$ cat config.mk
export PLATFORM = sky130hd
export DESIGN_NAME = sync_ram_bytewr
export DESIGN_NICKNAME = d
export VERILOG_FILES = /design/src/rtl/sync_ram_bytewr.sv
export SDC_FILE = /design/constraint.sdc
export NUM_CORES = 2
export LEC_CHECK = 0
export CAP_MARGIN = 10
export CORE_ASPECT_RATIO = 1.2
export CORE_UTILIZATION = 52
export DETAILED_ROUTE_END_ITERATION = 8
export DONT_BUFFER_PORTS = 1
export GPL_ROUTABILITY_DRIVEN = 0
export PLACE_DENSITY = 0.67
export RECOVER_POWER = 50
export SETUP_SLACK_MARGIN = 0.3
export SLEW_MARGIN = 25
export SYNTH_ARGS = -nofsm -noshare
export SYNTH_HDL_FRONTEND = slang
export SYNTH_SLANG_ARGS = --single-unit
$ cat constraint.sdc
create_clock -name clk -period 3.2 [get_ports clk]
set_input_delay 0.32 -clock clk [delete_from_list [all_inputs] [get_ports clk]]
set_output_delay 0.32 -clock clk [all_outputs]
set_load 0.02 [all_outputs]
$ cat src/rtl/sync_ram_bytewr.sv
`default_nettype none
// ============================================================================
//  Module      : sync_ram_bytewr
//  Description : Single-port synchronous RAM with byte-lane writes, registered
//                read plus valid strobe, range checking and a clear engine.
//                Optional per-byte even parity when MEM_PARITY_EN is defined.
//  Revision    : 1.0 - initial release
// ============================================================================
module sync_ram_bytewr #(
    parameter int DATA_W = 32,
    parameter int DEPTH  = 64,
    parameter int ADDR_W = 8
) (
    input  logic                clk,
    input  logic                rst_n,
    input  logic                write_enable,
    input  logic                read_enable,
    input  logic [DATA_W/8-1:0] byte_en,
    input  logic [ADDR_W-1:0]   address,
    input  logic [DATA_W-1:0]   data_in,
    input  logic                clear,
    output logic [DATA_W-1:0]   data_out,
    output logic                valid_out,
    output logic                addr_err,
    output logic                parity_err,
    output logic                busy
);

    localparam int                c_NB       = DATA_W / 8;
    localparam int                c_IDX_W    = (DEPTH > 1) ? $clog2(DEPTH) : 1;
    localparam logic [ADDR_W-1:0] c_LAST     = ADDR_W'(DEPTH - 1);
    localparam logic [ADDR_W:0]   c_DEPTH    = (ADDR_W + 1)'(DEPTH);
    localparam logic [0:0]        c_ST_CLEAR = 1'b0;
    localparam logic [0:0]        c_ST_IDLE  = 1'b1;

    logic [0:0]         r_state;
    logic [0:0]         w_state_nxt;
    logic [ADDR_W-1:0]  r_clr_ptr;
    logic [ADDR_W-1:0]  w_clr_ptr_nxt;
    logic [DATA_W-1:0]  r_mem [DEPTH];
    logic [DATA_W-1:0]  r_data_out;
    logic               r_valid_out;
    logic               r_addr_err;

    logic               w_accept;
    logic               w_in_range;
    logic               w_wr;
    logic               w_rd;
    logic               w_clr_wr;
    logic [c_IDX_W-1:0] w_idx;
    logic [c_IDX_W-1:0] w_clr_idx;

    // A clear request in IDLE pre-empts any read/write presented with it.
    assign w_accept   = (r_state == c_ST_IDLE) && !clear;
    assign w_in_range = ({1'b0, address} < c_DEPTH);
    assign w_wr       = w_accept && write_enable && w_in_range;
    assign w_rd       = w_accept && read_enable;
    assign w_clr_wr   = (r_state == c_ST_CLEAR);
    assign w_idx      = address[c_IDX_W-1:0];
    assign w_clr_idx  = r_clr_ptr[c_IDX_W-1:0];

    always_ff @(posedge clk) begin
        if (!rst_n) begin
            r_state   <= c_ST_CLEAR;
            r_clr_ptr <= '0;
        end else begin
            r_state   <= w_state_nxt;
            r_clr_ptr <= w_clr_ptr_nxt;
        end
    end

    always_comb begin
        w_state_nxt   = r_state;
        w_clr_ptr_nxt = r_clr_ptr;
        case (r_state)
            c_ST_CLEAR: begin
                w_clr_ptr_nxt = r_clr_ptr + 1'b1;
                if (r_clr_ptr == c_LAST) begin
                    w_state_nxt = c_ST_IDLE;
                end
            end
            default: begin
                if (clear) begin
                    w_state_nxt   = c_ST_CLEAR;
                    w_clr_ptr_nxt = '0;
                end
            end
        endcase
    end

    always_ff @(posedge clk) begin
        if (rst_n) begin
            if (w_clr_wr) begin
                r_mem[w_clr_idx] <= '0;
            end else if (w_wr) begin
                for (int k = 0; k < c_NB; k++) begin
                    if (byte_en[k]) begin
                        r_mem[w_idx][8*k +: 8] <= data_in[8*k +: 8];
                    end
                end
            end
        end
    end

    // Read-first: the registered read samples the array before this edge's write.
    always_ff @(posedge clk) begin
        if (!rst_n) begin
            r_data_out  <= '0;
            r_valid_out <= 1'b0;
            r_addr_err  <= 1'b0;
        end else begin
            r_valid_out <= w_rd;
            r_addr_err  <= w_accept && (write_enable || read_enable) && !w_in_range;
            if (w_rd) begin
                r_data_out <= w_in_range ? r_mem[w_idx] : '0;
            end
        end
    end

    assign data_out  = r_data_out;
    assign valid_out = r_valid_out;
    assign addr_err  = r_addr_err;
    assign busy      = (r_state == c_ST_CLEAR);

`ifdef MEM_PARITY_EN
    logic [c_NB-1:0] r_par [DEPTH];
    logic [c_NB-1:0] w_par_in;
    logic [c_NB-1:0] w_par_chk;
    logic            r_parity_err;

    for (genvar k = 0; k < c_NB; k++) begin : g_par
        assign w_par_in[k]  = ^data_in[8*k +: 8];
        assign w_par_chk[k] = (^r_mem[w_idx][8*k +: 8]) ^ r_par[w_idx][k];
    end

    always_ff @(posedge clk) begin
        if (rst_n) begin
            if (w_clr_wr) begin
                r_par[w_clr_idx] <= '0;
            end else if (w_wr) begin
                for (int k = 0; k < c_NB; k++) begin
                    if (byte_en[k]) begin
                        r_par[w_idx][k] <= w_par_in[k];
                    end
                end
            end
        end
    end

    always_ff @(posedge clk) begin
        if (!rst_n) begin
            r_parity_err <= 1'b0;
        end else begin
            r_parity_err <= w_rd && w_in_range && (|w_par_chk);
        end
    end

    assign parity_err = r_parity_err;
`else
    assign parity_err = 1'b0;
`endif

endmodule
`default_nettype wire

# After elaboration in Yosys (flattened, before gate mapping)
# Memory sizes are Yosys's and may differ from the RTL's.
# Cells that the tools add are included.
[classes]
addsub = 1
n_lt_le_gt_ge = 1
n_eq_ne = 2
mux = 32
bitwise_logic = 1
reduce_logical = 10
[op_table]
columns = ["cell", "n"]
rows = [
  ["$mux W32", 2],
  ["$reduce_or A32 Y1", 1],
  ["$mux W1", 26],
  ["$mux W8", 2],
  ["$add A8 B1 Y8 const B", 1],
  ["$eq A8 B6 Y1 const B", 1],
  ["$lt A8 B7 Y1 const B", 1],
  ["$logic_and A1 B1 Y1", 6],
  ["$mux W6", 1],
  ["$mux W4", 1],
  ["$logic_not A1 Y1", 2],
  ["$ne A2 B2 Y1 const B", 1],
  ["$logic_or A1 B1 Y1", 1],
  ["$not A1 Y1", 1],
]
[word_totals]
regBits = 43
ram_bits = 2048
in_bits = 49
output_inout_bits = 36
word_cells = 53
n_memories = 1
[mem_list]
columns = ["memory", "words", "word_bits", "rd", "rd_ports_with_merged_regs", "wr", "line", "text"]
rows = [
  ["r_mem", 64, 32, 1, 0, 1, "40", "logic [DATA_W-1:0] r_mem [DEPTH];"],
]

# Logic depth before layout (Yosys ltp)
[depth]
depth_word = 10
depth_mapped = 11
depth_no_buf = 5

# Least setup slack after synthesis
# No wires, ideal clock.
[synth_path]
kind = "input to register"
startpoint = "input rst_n"
endpoint = "memory r_mem[0][10] (data pin)"
setup_time_ns = 0.367
t_arrival_ns = 2.657
required_ns = 2.833
path_slack_ns = 0.175
stages = 7
path_buffers = 4
cell_sequence = "buf_4 -> or3b_1 -> nor4b_2 -> buf_4 -> buf_2 -> clkbuf_1 -> and2_1"
[synth_between]
elab_chain_cells = 4
word_cells_on_any_way = 10
cone_classes = "mux: 9; reduce/logical: 1"
[synth_lines]
columns = ["item", "line", "text"]
rows = [
  ["from (decl)", "15", "input logic rst_n,"],
  ["$mux W1", "92", "if (rst_n) begin"],
  ["$mux W1 (not written as such)", "98", "r_mem[w_idx][8*k +: 8] <= data_in[8*k +: 8];"],
  ["$reduce_or A32 Y1 (no line) (*)", "--", ""],
  ["$mux W32 (no line) (*)", "--", ""],
  ["to (decl)", "40", ""],
]
# Mark *: on every way between the ends. The rest lies on a longest branch, timed or not.

# Final worst setup path
[layout_path]
startpoint = "register r_state"
endpoint = "memory r_mem[38][29] (data pin)"
[layout_between]
elab_chain_cells = 9
word_cells_on_any_way = 21
cone_classes = "mux: 17; reduce/logical: 4"
[layout_lines]
columns = ["item", "line", "text"]
rows = [
  ["from (decl)", "36", "logic [0:0] r_state;"],
  ["from (signal assigned)", "64", "r_state <= c_ST_CLEAR;"],
  ["from (signal assigned)", "67", "r_state <= w_state_nxt;"],
  ["$logic_and A1 B1 Y1", "54", "assign w_accept = (r_state == c_ST_IDLE) && !clear;"],
  ["$logic_and A1 B1 Y1 (2 in a row)", "56", "assign w_wr = w_accept && write_enable && w_in_range;"],
  ["$mux W1", "95", "end else if (w_wr) begin"],
  ["$mux W1", "93", "if (w_clr_wr) begin"],
  ["$mux W1", "92", ""],
  ["$mux W1 (not written as such)", "98", ""],
  ["$reduce_or A32 Y1 (no line) (*)", "--", ""],
  ["$mux W32 (no line) (*)", "--", ""],
]
# Marked as above.

==> results.md <==
- Iter 0 DRT Violations: between 6000 and 7000
- Pwr/cell area: 581.7 nW/um^2
- Ports: between 80 and 90
- CTS tree: built
- Leak pwr: roughly 27 nW
- Area Overhead vs Synth: 15.79%
- Max incr delay on CP: 0.93 ns
- Wire length per cell: 36.30 microns
- FF+latch area: roughly 62000 sq um
- Detail Route Antenna Nets: 0
- GRT overflow: 0
- Layout cell share with drive strength beyond 1: 0.2943
- Setup CP Type: reg -> reg
- Clk slew on worst S/H paths: 0.06 ns
- Total power: around 55 mW
- Average cell area after synthesis: 20.52 sq um
- Initial Utilization: 0.5239
- Largest net degree at the start of global routing: a little over 600
- Placed insts: around 6300
- Buffers and inverters on the worst path: 4
- # clock sinks: about 2100
- Vias: around 44000
- Critical path arrival: 3.81 ns
- Vias/cell: 6.620
- Multi-input logic area: 18420 sq um
- Die area: roughly 160000 sq um
- Initial antenna violation count: 14
- Die Width: 364.3 microns
- Core ar.: ~160000 sq um
- # rows: about 160
- Synth warn: 0
- Final clock skew: 0.03262 ns
- DPL Wire Length: around 140 mm
- H-Tree Depth: 4
- Setup TNS: 0 ns
- Yosys reg bits: roughly 2100
- Port Buffer Count: 0
- Rel. slew slack: 0.1852
- Filler cell count: about 11000
- Clock power share: 0.423
- Final Slew Violations: 0
- Netlist cell types: 76
- Bufs on Longest Clock Path: 3
- Post-CTS Setup Repair Bufs: 0
- Mapped cell area: around 82000 sq um
- NetSw: 11.39 mW
- Post-synth ARST share: 0
- Die height: between 400 and 500 microns
- Peak VDD IR: roughly 480 uV
- TritonCTS buffer count: roughly 190
- WHS: between 0.02 and 0.03 ns
- Internal: ~44 mW
- Syn nets: roughly 4000
- Vias in the first global route: 43198
- EDFF count, synth: about 2000
- Crit start category: flop
- Sequential-to-total area share from yosys stat: 0.7611
- Final hold vios: 0
- Worst path slowest cell: and2_1
- GRT Resource Usage Total: 0.2976
- Final WL: 244.0 mm
- Peak Freq: approximately 320 MHz
- Post-Route Utilization: 0.6067
- Nets: around 4500
- Flop pwr share: 0.539
- Final setup viols: 0
- Worst skew pair latency: 0.85 ns
- Tmin final: between 3 and 4 ns
- Cells after Synth: 3993
- Top delay family on crit path: simple AND/OR/NAND/NOR gates
- Clock root cell: clkbuf_16
- Cells along the critical path: nand2b_1 > nor4b_1 > buf_12 > clkbuf_1 > buf_4 > and2_1 > clkbuf_4
- Switching Fraction: 0.2064
- RSZ-0062 raised after global routing: true
- Predominant post-synthesis flop cell: edfxtp_1
- Router iterations before antenna repair: 7
- HP Class: in -> reg
- First-pass GRT wire length: 327.3 mm
- CP Data Required Time: between 3 and 4 ns
- # DRC: 0
- Comb power frac: 0.038
- Status: completed
- Critical Path Fanout Max: 26
- Maxcap violations: 0
- Period Utilization, post-route: 0.9709
- Finished Layout Cells: between 6000 and 7000
- Setup crit end kind: flop
- Worst slew pin tran: approximately 1.2 ns
## flip-flops by register name, indices dropped and copies added (netlist names)
name and count:
r_clr_ptr 8, data_out 32, r_mem 2048, valid_out 1, addr_err 1, r_state 1
## routing by layer
layer,track usage,part of all wire
met1,0.4003,0.36
met2,0.4506,0.47
met3,0.08714,0.12
met4,0.1368,0.051
met5,0,0.00018
## synth_stat cells (10+ instances only)
library cell / n / area, sq um
nor2_1: 267 / 1002
edfxtp_1: 2048 / 61500
a22oi_1: 109 / 818.3
nand3_1: 41 / 205.2
buf_6: 32 / 360.4
a211oi_1: 13 / 97.59
nand2_2: 19 / 118.9
nor2b_1: 11 / 68.82
nand4_1: 12 / 75.07
a221oi_1: 16 / 140.1
buf_2: 80 / 400.4
buf_4: 40 / 300.3
a211o_1: 11 / 96.34
and2_1: 37 / 231.5
o21ai_0: 25 / 125.1
dfxtp_1: 43 / 860.8
nand2b_1: 12 / 75.07
a2111oi_0: 13 / 113.9
mux4_2: 444 / 10000
mux2i_1: 223 / 2232
o22ai_1: 33 / 206.5
a22o_1: 10 / 87.58
nor3_1: 54 / 270.3
a21oi_1: 44 / 220.2
nand2_1: 122 / 457.9
mux2_2: 21 / 236.5
clkbuf_1: 65 / 244.0
## cell type report
class / count / share of cell area
antenna: 13 / 0.0003429
clock buffer: 263 / 0.05619
clock inverter: 99 / 0.01132
inverter: 4 / 0.0001583
multi-input combinational: 1667 / 0.1942
sequential: 2091 / 0.6574
tap: 2093 / 0.02761
timing repair buffer: 491 / 0.05284
## worst min-delay path, delay by kind of cell
family	cells	cell delay, ns
multiplexers	1	0.21
AND/OR/NAND/NOR	2	0.13
AO/OA/AOI/OAI	2	0.18
## cell usage in the layout (no fill, tap or decap), types with 12 or more instances in the layout
cell,Yosys,layout
nor3_1,54,44
bufinv_16,0,20
mux2_2,21,21
edfxtp_1,2048,2048
o22ai_1,33,33
nand4_1,12,12
and2_2,0,29
clkinv_2,0,30
mux2i_1,223,223
a21oi_1,44,44
o21ai_0,25,25
clkbuf_4,0,18
a2111oi_0,13,13
clkinv_1,1,34
dlygate4sd3_1,0,28
mux4_2,444,444
clkbuf_1,65,64
a221oi_1,16,16
a22oi_1,109,109
nand2_2,19,15
buf_4,40,332
nor2_2,0,68
buf_12,2,70
a211oi_1,13,13
nand2b_1,12,12
dfxtp_1,43,43
clkbuf_16,0,213
nand3_1,41,41
nand2_1,122,124
diode_2,0,13
nor2_1,267,196
## logic make-up (layout without fill, tap and decap cells)
family | after synthesis | after routing | synth area share
DFF | 2091 | 2091 | 0.7611
AOI/OAI and AO/OA | 346 | 346 | 0.03074
adders and majority gates | 1 | 1 | 0.0001527
muxes | 700 | 700 | 0.1547
and+or+nand+nor | 619 | 619 | 0.03499
buffers and inverters | 235 | 857 | 0.01825
other | 1 | 14 | 0.00004577
## worst paths after layout
check | slack [ns] | depth (start not counted) | endpoint | startpoint
setup reg to reg | 0.09 | 7 | r_mem[38][29]$_DFFE_PP_ | r_state$_SDFF_PN0_
hold / removal | 0.03 | 5 | data_out[14]$_SDFFE_PN0P_ | address[1]
hold reg to reg | 0.51 | 2 | r_clr_ptr[7]$_SDFFE_PN0P_ | r_clr_ptr[7]$_SDFFE_PN0P_
setup / recovery | 0.09 | 7 | r_mem[38][29]$_DFFE_PP_ | r_state$_SDFF_PN0_
## power by group through the flow
stage | Sequential [mW] | Combinational (mW) | Clock, mW
2_1_floorplan | 30.3 | 1.23 | 0
3_3_place_gp | 30.3 | 1.46 | 0
3_5_place_dp | 30.3 | 1.46 | 0
4_1_cts | 29.7 | 1.55 | 23.5
5_1_grt | 29.7 | 2.13 | 24.5
6_report | 29.7 | 2.10 | 23.4
## through the flow
step / setup slack (ns) / instance area (sq um)
after floorplan: 0.1886 / 82100
after global placement: -0.4189 / 87750
after detailed placement: -0.5248 / 87760
after CTS: 0.2661 / 94570
after global routing: 0.06590 / 94830
final: 0.09314 / 94860
## timing repair
item                                    4_1_cts  5_1_grt
gates cloned                                  0       14
resized for setup                            20       17
endpoints found under the setup margin      238      693
endpoints found under the hold margin        77        0
hold buffers                                 31        0
Power figures use the tool's default switching activity.
